[src/rtl/mem_access_pkg.sv]
// Shared encodings for the load/store sequencer in front of DataMemory.
// Sizes, FSM states and the byte-lane width are defined here.
package mem_access_pkg;

  localparam logic [1:0] SIZE_BYTE = 2'b00;
  localparam logic [1:0] SIZE_HALF = 2'b01;
  localparam logic [1:0] SIZE_WORD = 2'b10;

  localparam int LANE_W = 8;

  typedef enum logic [1:0] {
    IDLE = 2'b00,
    RD   = 2'b01,
    WR   = 2'b10,
    RESP = 2'b11
  } state_t;

endpackage

[src/rtl/mem_access_unit_align.sv]
// Combinational byte-lane logic: load extraction/extension, store merge into the
// old word, and the alignment check for a request.
module load_store_align
  import mem_access_pkg::*;
(
  input  logic [1:0]  addr_lo,
  input  logic [1:0]  size,
  input  logic        is_unsigned,
  input  logic [31:0] old_word,
  input  logic [31:0] wdata,
  output logic [31:0] load_data,
  output logic [31:0] merged_word,
  output logic        misaligned
);

  logic [LANE_W-1:0]   byte_val;
  logic [2*LANE_W-1:0] half_val;

  always_comb begin
    byte_val = old_word[7:0];
    case (addr_lo)
      2'd0: byte_val = old_word[7:0];
      2'd1: byte_val = old_word[15:8];
      2'd2: byte_val = old_word[23:16];
      2'd3: byte_val = old_word[31:24];
      default: byte_val = old_word[7:0];
    endcase
    half_val = addr_lo[1] ? old_word[31:16] : old_word[15:0];
  end

  always_comb begin
    load_data = old_word;
    case (size)
      SIZE_BYTE: load_data = is_unsigned ? {24'd0, byte_val} : {{24{byte_val[7]}}, byte_val};
      SIZE_HALF: load_data = is_unsigned ? {16'd0, half_val} : {{16{half_val[15]}}, half_val};
      default:   load_data = old_word;
    endcase
  end

  // Only the addressed lane(s) are replaced; the rest of the old word survives.
  always_comb begin
    merged_word = old_word;
    case (size)
      SIZE_BYTE: begin
        case (addr_lo)
          2'd0: merged_word[7:0]   = wdata[7:0];
          2'd1: merged_word[15:8]  = wdata[7:0];
          2'd2: merged_word[23:16] = wdata[7:0];
          2'd3: merged_word[31:24] = wdata[7:0];
          default: merged_word = old_word;
        endcase
      end
      SIZE_HALF: begin
        if (addr_lo[1]) merged_word[31:16] = wdata[15:0];
        else            merged_word[15:0]  = wdata[15:0];
      end
      default: merged_word = wdata;
    endcase
  end

  assign misaligned = (size == 2'b11)
                   || ((size == SIZE_HALF) && addr_lo[0])
                   || ((size == SIZE_WORD) && (addr_lo != 2'b00));

endmodule

[src/rtl/mem_access_unit.sv]
// Load/store sequencer driving a word-addressed DataMemory; sub-word stores are
// done as read-modify-write.
//
// state | meaning
// IDLE  | ready for a request
// RD    | mem_read asserted, read word captured at cycle end
// WR    | mem_write asserted for one cycle with the final word
// RESP  | one-cycle resp_valid pulse
module mem_access_unit
  import mem_access_pkg::*;
#(
  parameter int ADDR_W = 32,
  parameter int DATA_W = 32
) (
  input  logic              clk,
  input  logic              rst_n,
  input  logic              req_valid,
  output logic              req_ready,
  input  logic              req_write,
  input  logic [1:0]        req_size,
  input  logic              req_unsigned,
  input  logic [ADDR_W-1:0] req_addr,
  input  logic [DATA_W-1:0] req_wdata,
  output logic              resp_valid,
  output logic [DATA_W-1:0] resp_rdata,
  output logic              resp_error,
  output logic [ADDR_W-1:0] mem_address,
  output logic [DATA_W-1:0] mem_write_data,
  output logic              mem_read,
  output logic              mem_write,
  input  logic [DATA_W-1:0] mem_read_data
);

  state_t            state;
  logic              lat_write;
  logic [1:0]        lat_size;
  logic              lat_unsigned;
  logic [1:0]        lat_addr_lo;
  logic [DATA_W-1:0] lat_wdata;

  logic [1:0]        al_addr_lo;
  logic [1:0]        al_size;
  logic [DATA_W-1:0] load_data;
  logic [DATA_W-1:0] merged_word;
  logic              misaligned;

  // In IDLE the aligner checks the incoming request; afterwards it works on the latched one.
  assign al_addr_lo = (state == IDLE) ? req_addr[1:0] : lat_addr_lo;
  assign al_size    = (state == IDLE) ? req_size      : lat_size;

  load_store_align u_align (
    .addr_lo     (al_addr_lo),
    .size        (al_size),
    .is_unsigned (lat_unsigned),
    .old_word    (mem_read_data),
    .wdata       (lat_wdata),
    .load_data   (load_data),
    .merged_word (merged_word),
    .misaligned  (misaligned)
  );

  always_ff @(posedge clk or negedge rst_n) begin
    if (!rst_n) begin
      state          <= IDLE;
      req_ready      <= 1'b1;
      resp_valid     <= 1'b0;
      resp_error     <= 1'b0;
      resp_rdata     <= '0;
      mem_read       <= 1'b0;
      mem_write      <= 1'b0;
      mem_address    <= '0;
      mem_write_data <= '0;
      lat_write      <= 1'b0;
      lat_size       <= SIZE_BYTE;
      lat_unsigned   <= 1'b0;
      lat_addr_lo    <= 2'b00;
      lat_wdata      <= '0;
    end else begin
      case (state)
        IDLE: begin
          if (req_valid && req_ready) begin
            lat_write    <= req_write;
            lat_size     <= req_size;
            lat_unsigned <= req_unsigned;
            lat_addr_lo  <= req_addr[1:0];
            lat_wdata    <= req_wdata;
            req_ready    <= 1'b0;
            if (misaligned) begin
              state      <= RESP;
              resp_valid <= 1'b1;
              resp_error <= 1'b1;
              resp_rdata <= '0;
            end else if (req_write && (req_size == SIZE_WORD)) begin
              state          <= WR;
              mem_write      <= 1'b1;
              mem_address    <= {req_addr[ADDR_W-1:2], 2'b00};
              mem_write_data <= req_wdata;
            end else begin
              state       <= RD;
              mem_read    <= 1'b1;
              mem_address <= {req_addr[ADDR_W-1:2], 2'b00};
            end
          end
        end
        RD: begin
          mem_read <= 1'b0;
          if (lat_write) begin
            state          <= WR;
            mem_write      <= 1'b1;
            mem_write_data <= merged_word;
          end else begin
            state      <= RESP;
            resp_valid <= 1'b1;
            resp_error <= 1'b0;
            resp_rdata <= load_data;
          end
        end
        WR: begin
          mem_write  <= 1'b0;
          state      <= RESP;
          resp_valid <= 1'b1;
          resp_error <= 1'b0;
          resp_rdata <= '0;
        end
        RESP: begin
          resp_valid <= 1'b0;
          resp_error <= 1'b0;
          resp_rdata <= '0;
          req_ready  <= 1'b1;
          state      <= IDLE;
        end
        default: state <= IDLE;
      endcase
    end
  end

endmodule

[config.mk]
export PLATFORM = sky130hd
export DESIGN_NAME = mem_access_unit
export DESIGN_NICKNAME = d
export VERILOG_FILES = /design/src/rtl/mem_access_pkg.sv /design/src/rtl/mem_access_unit_align.sv /design/src/rtl/mem_access_unit.sv
export SDC_FILE = /design/constraint.sdc
export NUM_CORES = 1
export LEC_CHECK = 0
export BUFFER_PORTS_ARGS = -buffer_cell sky130_fd_sc_hd__buf_2
export CAP_MARGIN = 15
export CORE_AREA = 2 2 117 119
export CTS_BUF_LIST = sky130_fd_sc_hd__clkbuf_16
export DETAILED_ROUTE_END_ITERATION = 10
export DIE_AREA = 0 0 119 121
export MAX_ROUTING_LAYER = met4
export PLACE_DENSITY = 0.85
export SLEW_MARGIN = 10
export SYNTH_ARGS = -nofsm -noshare
export SYNTH_HDL_FRONTEND = slang
export SYNTH_SLANG_ARGS = --single-unit
[constraint.sdc]
create_clock -name clk -period 7.3 [get_ports clk]
set_clock_uncertainty 0.2 [all_clocks]
set_input_delay 0.365 -clock clk [delete_from_list [all_inputs] [get_ports clk]]
set_output_delay 0.365 -clock clk [all_outputs]
set_load 0.02 [all_outputs]
==> results.yml, run 1 <==
critical_path:
  r2r-start: "state[1]"
  r2r-end: "resp_rdata[18]"
  crit_path_end_kind: "register"
  start_kind: "register"
  cp_data_required_time_ps: 7380
  r2r_slack_ps: 3420
  crit_type: "register to register"
  cp.arrival_ps: 3960
  reg2regPathDepth: 8
  crit_path_max_fanout: 45
logic_synthesis:
  synth_compound_area_share_pct: 18.9
  synth_top_family_by_area: "compound AO/OA/AOI/OAI gates"
  ys_types: 58
  synth_enable_flop_cells: 0
  synthTopCellsByArea: "dfrtp_1, mux2_2, mux2i_1, nor2_1, nand2_1"
  synth-simple-area-share_pct: 10.6
  yosys.area.top_type_share_pct: 47.0
  ys_ff_latch: 139
  synthMuxAreaShare_pct: 18.5
  ys_seq_area_share_pct: 47.4
  synth_fa_ha_area_share_pct: 0.681
  synth_warnings: 0
  synth-async-reset-ratio_pct: 100
  synthTopCellsByCount: "dfrtp_1, mux2_2, nor2_1"
  synth_cells: 683
  synth.most_common_cell: "dfrtp_1"
  syn-cell-area_um2: 7350
  yosys.area.top_type: "dfrtp_1"
  synth_flop_cell: "dfrtp_1"
  yosys.area_share.xor_xnor_pct: 0
  syn_avg_cell_area_um2: 10.8
detailed_routing:
  ant_nets: 0
  drc: 0
  wl_per_cell_um: 20.2
  detail_route.first_pass.iterations: 6
  finalWirelength_mm: 22.3
  drtIter0Drc: 625
  viasPerCell: 6.04
  dr_total_vias: 6674
placed_design:
  numPortBuffers: 201
  hpwl_mm: 14.7
  globalplace.congestion: 0.954
cts:
  cts_buffers: 17
  clk_latency_ps: 430
  cts_tree: "done"
  clk_pin_slew_ps: 60
  cts_buffer_depth: 2
  cts_htree_levels: 4
  clkSinkCount: 139
  cts_root_buf: "clkbuf_16"
hold_path:
  hp-class: "input pin to register"
  worstHoldStart: "req_wdata[13]"
  min_path_cells: 2
  hold_end: "lat_wdata[13]"
sta:
  timing.final.crit_share_pct: 53.2
  hold_viol_final: 0
  rsz0062_at_grt: "false"
  finalSetupTns_ps: 0
  setup_viol: 0
  final-max-slew-violation-count: 0
  min_period_ps: 3880
  relSlewSlack_pct: 28.7
  fmax_mhz: 257
  tightest_slew_ps: 1070
power:
  p_leak_nw: 4.49
  peakVddDrop_mv: 0.272
  powerDensity_nw_per_um2: 486
run_status:
  outcome: "complete, no violations"
final_layout:
  area_growth_syn_to_layout_pct: 29.7
  post-route-util_pct: 72.9
  diodes: 0
  drive_above_1_share_pct: 36.8
  final_nets: 1023
floorplanning:
  rows: 42
  coreArea_um2: 13100
  start_util_pct: 56.2
  die_h_um: 121
  ios: 204
  fp.dieW_um: 119
  dieArea_um2: 14400
global_routing:
  grt-ovfl-total: 0
  first_global_vias: 6743
  antenna_found_initial: 0
  grt_max_degree: 78
  grt.total_usage_pct: 32.7
  grt_pass1_wl_mm: 35.3
run:
  maxCapViolations: 0
==> flip-flops by register name, indices dropped and copies added (netlist names), 2 cells and up <==
name            cells
lat_wdata          32
mem_write_data     32
resp_rdata         32
mem_address        30
lat_addr_lo         2
lat_size            2
state               2
==> through the flow <==
step / cell area [µm²] / std cells / power, mW / setup slack, ps / hold WS [ps]
2_1_floorplan: 7350 / 684 / 3.11 / 4870 / -131
3_3_place_gp: 8420 / 1017 / 3.68 / 3620 / 239
3_5_place_dp: 8420 / 1017 / 3.74 / 3500 / 244
4_1_cts: 9510 / 1104 / 4.57 / 3450 / 0.754
5_1_grt: 9530 / 1105 / 4.90 / 3140 / 3.20
6_report: 9530 / 1105 / 4.64 / 3420 / 5.58
==> where the power goes <==
group	leakage, nW	internal (mW)	switching [mW]
clock network	0.268	0.460	0.332
registers	1.71	1.11	0.268
logic	2.51	0.995	1.47
total	4.49	2.57	2.07
==> worst max-delay path, stage by stage, from the launching register on <==
cell and delay, ps:
dfrtp_1 420, inv_1 100, ha_1 230, buf_4 470, mux2i_1 740, nand2b_1 730
o31ai_1 190, o21ai_4 510, o31ai_1 140
==> layout by cell type, fill, tap and decap left out, types with 4 or more instances in the layout <==
cell,n
a21oi_1,24
a22o_1,21
a22oi_1,13
a2bb2oi_1,8
a32o_1,10
buf_2,200
buf_4,10
clkbuf_16,17
clkinv_2,6
dfrtp_1,138
dlygate4sd3_1,55
inv_1,9
mux2_2,70
mux2i_1,51
nand2_1,61
nand3_1,15
nor2_1,61
nor2b_1,10
nor3_1,9
o211ai_1,11
o21ai_0,28
o221a_2,4
o221ai_1,17
o2bb2ai_1,6
o31ai_1,8
o31ai_2,10
==> worst max-delay path by stage <==
stage / from / end / cells past startpoint
after floorplan: state[0] / resp_rdata[24] / 9
after global placement: state[0] / resp_rdata[18] / 8
after detailed placement: state[0] / resp_rdata[19] / 8
after CTS: state[1] / resp_rdata[19] / 8
after global routing: state[0] / resp_rdata[20] / 8
final: state[1] / resp_rdata[18] / 8
==> cell type report <==
type | count | area, µm²
fillers | 927 | 3550
clock inverters | 15 | 111
flip-flops and latches | 139 | 3480
inverters | 8 | 30.0
repair buffers | 267 | 1670
multi-input cells | 483 | 3600
well taps | 176 | 220
clock buffers | 17 | 425
==> layer usage <==
metal	routed length, µm	track usage, %
met1	8910	40.9
met2	10700	51.1
met3	1840	7.52
met4	911	15.1
met5	0	-
==> cells by family (layout without fill, tap and decap cells) <==
| family | after synthesis | count (layout) |
|---|---|---|
| adder cells (fa/ha/maj) | 4 | 4 |
| other | 1 | 2 |
| multiplexers | 125 | 125 |
| buffers and inverters | 62 | 307 |
| AO/OA/AOI/OAI | 177 | 177 |
| flip-flops | 139 | 139 |
| AND/OR/NAND/NOR | 175 | 175 |
==> what timing repair did <==
item | CTS | global route
endpoints found under the hold margin | 129 | 0
resized for setup | 0 | 0
hold buffers | 55 | 0
setup buffers | 0 | 0
Power figures use the tool's default switching activity.
==> run 2, diff against run 1 <==
--- a/config.mk
+++ b/config.mk
@@ -5,14 +5,15 @@
 export SDC_FILE = /design/constraint.sdc
 export NUM_CORES = 1
 export LEC_CHECK = 0
+export ABC_AREA = 1
 export BUFFER_PORTS_ARGS = -buffer_cell sky130_fd_sc_hd__buf_2
 export CAP_MARGIN = 15
-export CORE_AREA = 2 2 117 119
+export CORE_AREA = 2 2 127 129
 export CTS_BUF_LIST = sky130_fd_sc_hd__clkbuf_16
 export DETAILED_ROUTE_END_ITERATION = 10
-export DIE_AREA = 0 0 119 121
+export DIE_AREA = 0 0 129 131
 export MAX_ROUTING_LAYER = met4
-export PLACE_DENSITY = 0.85
+export PLACE_DENSITY = 0.81
 export SLEW_MARGIN = 10
 export SYNTH_ARGS = -nofsm -noshare
 export SYNTH_HDL_FRONTEND = slang
==> constraint.sdc (replaced) <==
create_clock -name clk -period 3.8 [get_ports clk]
set_clock_uncertainty 0.2 [all_clocks]
set_input_delay 0.19 -clock clk [delete_from_list [all_inputs] [get_ports clk]]
set_output_delay 0.19 -clock clk [all_outputs]
set_load 0.02 [all_outputs]
==> run 2 against run 1 <==
  * Synthesized cell count increased by 92%
  * Core utilization down 1.8 points
  * Wire length is 22% higher
  * Combinational power is 140% higher
  * Area after synthesis grew 15%
  * Global-route usage increased by 1.3 points
  * Sequential power grew 81%
  * Design area rose by 16%
  * Non-clock buffer count is 44 higher
  * Register-to-register slack got worse by 3100 ps
  * Critical endpoint is now mem_write_data[14]
  * Largest power group unchanged
==> results.yml, run 2 <==
final_layout:
  drive_above_1_share_pct: 17.7
  area_growth_syn_to_layout_pct: 31.4
  fillerInstances: 1261
  layout_commonest_cell: "nand2_1"
  final_cell_mix: "nand2_1, buf_2, inv_1, nor2_1, dfrtp_1"
  diodes: 0
  finalInstanceArea_um2: 11100
  multi_input_area_um2: 3970
  post-route-util_pct: 71.1
  final_cells: 1807
  top_regs: "lat_wdata: 32 flops, mem_write_data: 32 flops, resp_rdata: 32 flops"
  seqCellArea_um2: 3480
  final_nets: 1685
sta:
  timing.final.crit_share_pct: 92.5
  tightest_slew_ps: 948
  rsz0062_at_grt: "false"
  fmax_mhz: 284
  min_period_ps: 3520
  relSlewSlack_pct: 36.8
  holdWs_ps: 31.9
  setup_viol: 0
  finalSetupTns_ps: 0
  final-max-slew-violation-count: 0
  hold_viol_final: 0
  fin_ws_ps: 285
logic_synthesis:
  synth.most_common_cell: "nand2_1"
  ys_ff_latch: 139
  synth-simple-area-share_pct: 39.4
  synth-async-reset-ratio_pct: 100
  synthTopCellsByArea: "dfrtp_1, nand2_1, inv_1, nor2_1, nand3_1"
  yosys.area.top_type_share_pct: 41.0
  synth_top_family_by_area: "simple AND/OR/NAND/NOR gates"
  synth_fa_ha_area_share_pct: 0.594
  syn_avg_cell_area_um2: 6.44
  ys_seq_area_share_pct: 41.3
  yosys.area.top_type: "dfrtp_1"
  synth_enable_flop_cells: 0
  synth_cells: 1309
  ys_types: 30
  synthTopCellsByCount: "nand2_1, inv_1, nor2_1"
  synthMuxAreaShare_pct: 0
  synth_compound_area_share_pct: 6.94
  yosys.area_share.xor_xnor_pct: 0
  synth_warnings: 0
  syn-cell-area_um2: 8430
  synth_flop_cell: "dfrtp_1"
critical_path:
  cp.arrival_ps: 3620
  crit_type: "register to register"
  slowest_stage: "ha_1"
  start_kind: "register"
  r2r-end: "mem_write_data[14]"
  r2r_slack_ps: 280
  cp.buffers_inverters: 3
  cp_data_required_time_ps: 3900
  r2r-start: "state[1]"
  crit_path_max_fanout: 64
  path_delay_family: "simple AND/OR/NAND/NOR gates"
  crit_chain: "inv_1 -> ha_1 -> inv_2 -> nand2_2 -> nand2_4 -> inv_2 -> nand2_1 -> nand3_2 -> nand3_4 -> nor2_1 -> a21oi_1"
  crit_path_end_kind: "register"
  reg2regPathDepth: 11
  slowest_delay_ps: 520
  cp_common_cell: "inv_2"
placed_design:
  globalplace.congestion: 0.987
  hpwl_mm: 17.8
  place_area_um2: 9480
  numPortBuffers: 201
  dp.cells: 1677
  place_ws_ps: 378
floorplanning:
  fp.dieW_um: 129
  rows: 46
  coreArea_um2: 15600
  ios: 204
  die_h_um: 131
  dieArea_um2: 16900
  start_util_pct: 54.1
detailed_routing:
  drc: 0
  viasPerCell: 5.11
  drtIter0Drc: 823
  finalWirelength_mm: 27.3
  dr_total_vias: 9226
  wl_per_cell_um: 15.1
  detail_route.first_pass.iterations: 5
  ant_nets: 0
global_routing:
  antenna_found_initial: 0
  first_global_vias: 8935
  grt.total_usage_pct: 34.0
  grt-ovfl-total: 0
  grt_pass1_wl_mm: 43.6
  grt_max_degree: 102
power:
  p_leak_nw: 6.58
  power_mw: 10.2
  powerDensity_nw_per_um2: 917
  peakVddDrop_mv: 0.537
hold_path:
  hold_end: "resp_rdata[2]"
  worstHoldStart: "mem_read_data[2]"
  hp-class: "input pin to register"
  min_path_cells: 5
cts:
  cts_buffers: 17
  cts_tree: "done"
  cts_root_buf: "clkbuf_16"
  post_cts_buffers: 0
  clk_latency_ps: 430
  cts_buffer_depth: 2
  clk_pin_slew_ps: 60
  cts_htree_levels: 4
  clkSinkCount: 139
run_status:
  outcome: "complete, no violations"
run:
  maxCapViolations: 0
-- run 2: cell families (layout without fill, tap and decap cells) --
kind of cell    after synthesis  after routing
simple gates                817            817
flops                       139            139
compound gates              112            112
fa+ha+maj                     4              4
buf+inv                     236            517
other cells                   1              2
-- run 2: where the power goes --
part	switching (mW)	total (mW)	internal (mW)
Clock	0.678	1.78	1.10
Sequential	0.387	2.50	2.11
Combinational	4.10	5.89	1.79
-- run 2: final cells by class --
cell class	instances	share of cell area [%]
multi-input cells	935	35.9
flip-flops and latches	139	31.4
inverters	174	5.89
repair buffers	311	18.8
well taps	216	2.44
clock buffers	17	3.84
clock inverters	15	1.78
-- run 2: per-layer routing --
layer  vias up  wire length [µm]  global-route usage, %
li1       4472                 -                      -
met1      4208             11100                   40.9
met2       461             13100                   56.8
met3        85              2130                   6.11
met4         0              1040                   14.4
met5         -                 0                      -
-- run 2: tightest hold or removal path, cell delays in order --
cell	delay, ps
buf_2	80
inv_1	80
nand2_1	130
nand3_1	90
nand2_1	60
-- run 2: how the worst max path moves through the flow --
stage	from	to	slack, ps	cells past startpoint
after floorplan	state[0]	resp_rdata[21]	1650	15
after global placement	state[0]	mem_read	530	15
after detailed placement	state[0]	mem_write_data[31]	380	11
after CTS	state[1]	mem_write_data[31]	300	11
after global routing	state[1]	mem_write_data[18]	10	11
final	state[1]	mem_write_data[14]	280	11
-- run 2: repair_timing --
| item | in CTS | in global routing |
|---|---|---|
| hold buffers | 98 | 0 |
| endpoints found under the setup margin | 0 | 0 |
| resized for setup | 0 | 0 |
| hold endpoints to repair | 226 | 0 |
==> run 3, diff against run 2 <==
--- a/config.mk
+++ b/config.mk
@@ -8,12 +8,12 @@
 export ABC_AREA = 1
 export BUFFER_PORTS_ARGS = -buffer_cell sky130_fd_sc_hd__buf_2
 export CAP_MARGIN = 15
-export CORE_AREA = 2 2 127 129
+export CORE_AREA = 2 2 140 142
 export CTS_BUF_LIST = sky130_fd_sc_hd__clkbuf_16
 export DETAILED_ROUTE_END_ITERATION = 10
-export DIE_AREA = 0 0 129 131
+export DIE_AREA = 0 0 142 144
 export MAX_ROUTING_LAYER = met4
-export PLACE_DENSITY = 0.81
+export PLACE_DENSITY = 0.68
 export SLEW_MARGIN = 10
 export SYNTH_ARGS = -nofsm -noshare
 export SYNTH_HDL_FRONTEND = slang
==> run 3 against run 2 <==
  * Register-to-register slack gained 320 ps
  * Sequential power is essentially flat
  * Worst hold slack lost 6.0 ps
  * Non-clock buffer count shrank 2
  * Largest cell class unchanged
  * Highest routed layer unchanged
==> results.yml, run 3 (synthesized netlist as in run 2, its figures left out) <==
power:
  powerDensity_nw_per_um2: 893
  p_leak_nw: 6.54
  power_switching_mw: 5.07
  power_frac_clock_pct: 15.9
  peakVddDrop_mv: 0.443
  p_int_mw: 4.79
  p_seq_share_pct: 25.0
  p_sw_share_pct: 51.4
  pwr-share-comb_pct: 59.1
placed_design:
  dp.cells: 1698
  hpwl_mm: 17.9
  place_ws_ps: 649
  globalplace.congestion: 0.955
  numPortBuffers: 201
critical_path:
  path_delay_family: "simple AND/OR/NAND/NOR gates"
  crit_path_end_kind: "register"
  r2r-start: "state[1]"
  start_kind: "register"
  slowest_stage: "buf_4"
  critical_path_depth: 13
  reg2regPathDepth: 13
  cp_data_required_time_ps: 3970
  cp.buffers_inverters: 4
  crit_path_max_fanout: 53
  r2r-end: "resp_rdata[20]"
  crit_chain: "inv_1 -> ha_1 -> inv_2 -> nand2_2 -> nand2_4 -> inv_2 -> buf_4 -> nand2_2 -> nor2_1 -> a21oi_1 -> nand2_4 -> nand2_1 -> nand2_1"
  crit_type: "register to register"
  slowest_delay_ps: 460
  r2r_slack_ps: 600
  cp.arrival_ps: 3360
sta:
  relSlewSlack_pct: 54.0
  rsz0062_at_grt: "false"
  timing.final.crit_share_pct: 84.1
  holdWs_ps: 25.9
  final-max-slew-violation-count: 0
  min_period_ps: 3200
  fmax_mhz: 313
  fin_ws_ps: 604
  setup_viol: 0
  tightest_slew_ps: 690
  finalSetupTns_ps: 0
  hold_viol_final: 0
global_routing:
  grt-ovfl-total: 0
  first_global_vias: 8423
  grt.total_usage_pct: 26.8
  grt_max_degree: 76
  antenna_found_initial: 1
  grt_pass1_wl_mm: 42.0
floorplanning:
  fp.dieW_um: 142
  rows: 51
  start_util_pct: 44.2
  ios: 204
  dieArea_um2: 20400
  coreArea_um2: 19100
  die_h_um: 144
hold_path:
  hp-class: "input pin to register"
  worstHoldStart: "mem_read_data[7]"
  min_path_cells: 5
  hold_end: "resp_rdata[7]"
detailed_routing:
  drc: 0
  viasPerCell: 4.80
  finalWirelength_mm: 25.7
  drtIter0Drc: 606
  detail_route.first_pass.iterations: 5
  wl_per_cell_um: 14.1
  ant_nets: 0
  dr_total_vias: 8774
cts:
  cts_tree: "done"
  cts_buffer_depth: 2
  cts_root_buf: "clkbuf_16"
  clk_pin_slew_ps: 60
  cts_htree_levels: 4
  clkSinkCount: 139
  cts_resized: 0
  cts_buffers: 17
  clk_latency_ps: 440
final_layout:
  final_cells: 1828
  area_growth_syn_to_layout_pct: 30.9
  drive_above_1_share_pct: 17.7
  final_nets: 1683
  layout_commonest_cell: "nand2_1"
  final_cell_mix: "nand2_1, buf_2, inv_1, nor2_1, dfrtp_1"
  top_regs: "lat_wdata: 32 flops, mem_write_data: 32 flops, resp_rdata: 32 flops"
run_status:
  outcome: "complete, no violations"
run:
  maxCapViolations: 0
-- run 3: changes by cell type in the layout (fill, tap and decap cells not counted) --
cell | previous run | this run
bufinv_16 | 4 | 1
clkinv_1 | 1 | 0
buf_4 | 12 | 10
buf_12 | 0 | 1
diode_2 | 0 | 1
clkinv_4 | 3 | 2
dlygate4sd3_1 | 98 | 97
clkinvlp_4 | 2 | 5
inv_1 | 170 | 171
clkinv_2 | 3 | 4
-- run 3: what timing repair did --
item,CTS,global route
hold endpoints to repair,193,0
setup buffers,0,0
hold buffers,97,0
-- run 3: per-stage QoR --
step           util [%]  instance area (µm²)  power [mW]
2_1_floorplan         -                 8440        6.78
3_3_place_gp       49.9                 9510        8.12
3_5_place_dp       49.9                 9510        8.18
4_1_cts            57.8                11000        9.87
5_1_grt            57.8                11000        10.8
6_report           57.8                11000        9.86
-- run 3: area by class of cell --
cell class | instances | area [µm²]
Multi-Input combinational cell | 935 | 3970
Sequential cell | 139 | 3480
Timing Repair Buffer | 309 | 2080
Fill cell | 1784 | 8040
Antenna cell | 1 | 2.50
Clock inverter | 15 | 126
Clock buffer | 17 | 425
Tap cell | 238 | 298
Inverter | 174 | 653
-- run 3: worst max-delay path by stage --
stage | from | endpoint | slack, ps
CTS | state[0] | resp_rdata[24] | 620
floorplan | state[0] | resp_rdata[21] | 1650
detailed placement | state[0] | resp_rdata[24] | 650
global route | state[1] | resp_rdata[30] | 310
global placement | state[0] | resp_rdata[17] | 730
finish | state[1] | resp_rdata[20] | 600
-- run 3: power groups by stage --
stage | Sequential, mW | Combinational [mW] | Clock (mW)
floorplan | 2.93 | 3.86 | 0
global placement | 2.47 | 5.64 | 0
detailed placement | 2.47 | 5.71 | 0
CTS | 2.46 | 5.81 | 1.60
global route | 2.54 | 6.59 | 1.67
finish | 2.47 | 5.82 | 1.57
-- run 3: worst reg2reg max path, delay by kind of cell, from the launching register on --
kind,cells,cell delay (ps)
simple gates,7,1180
buf+inv,4,880
flops,1,400
fa+ha+maj,1,360
compound gates,1,120
-- run 3: routing by layer --
layer  wire, µm  global-route usage, %  part of all wire [%]
met3       1630                   4.21                   6.3
met5          0                      -                     0
met1      11400                   34.2                    44
met2      11900                   42.9                    46
met4        796                   11.0                   3.1
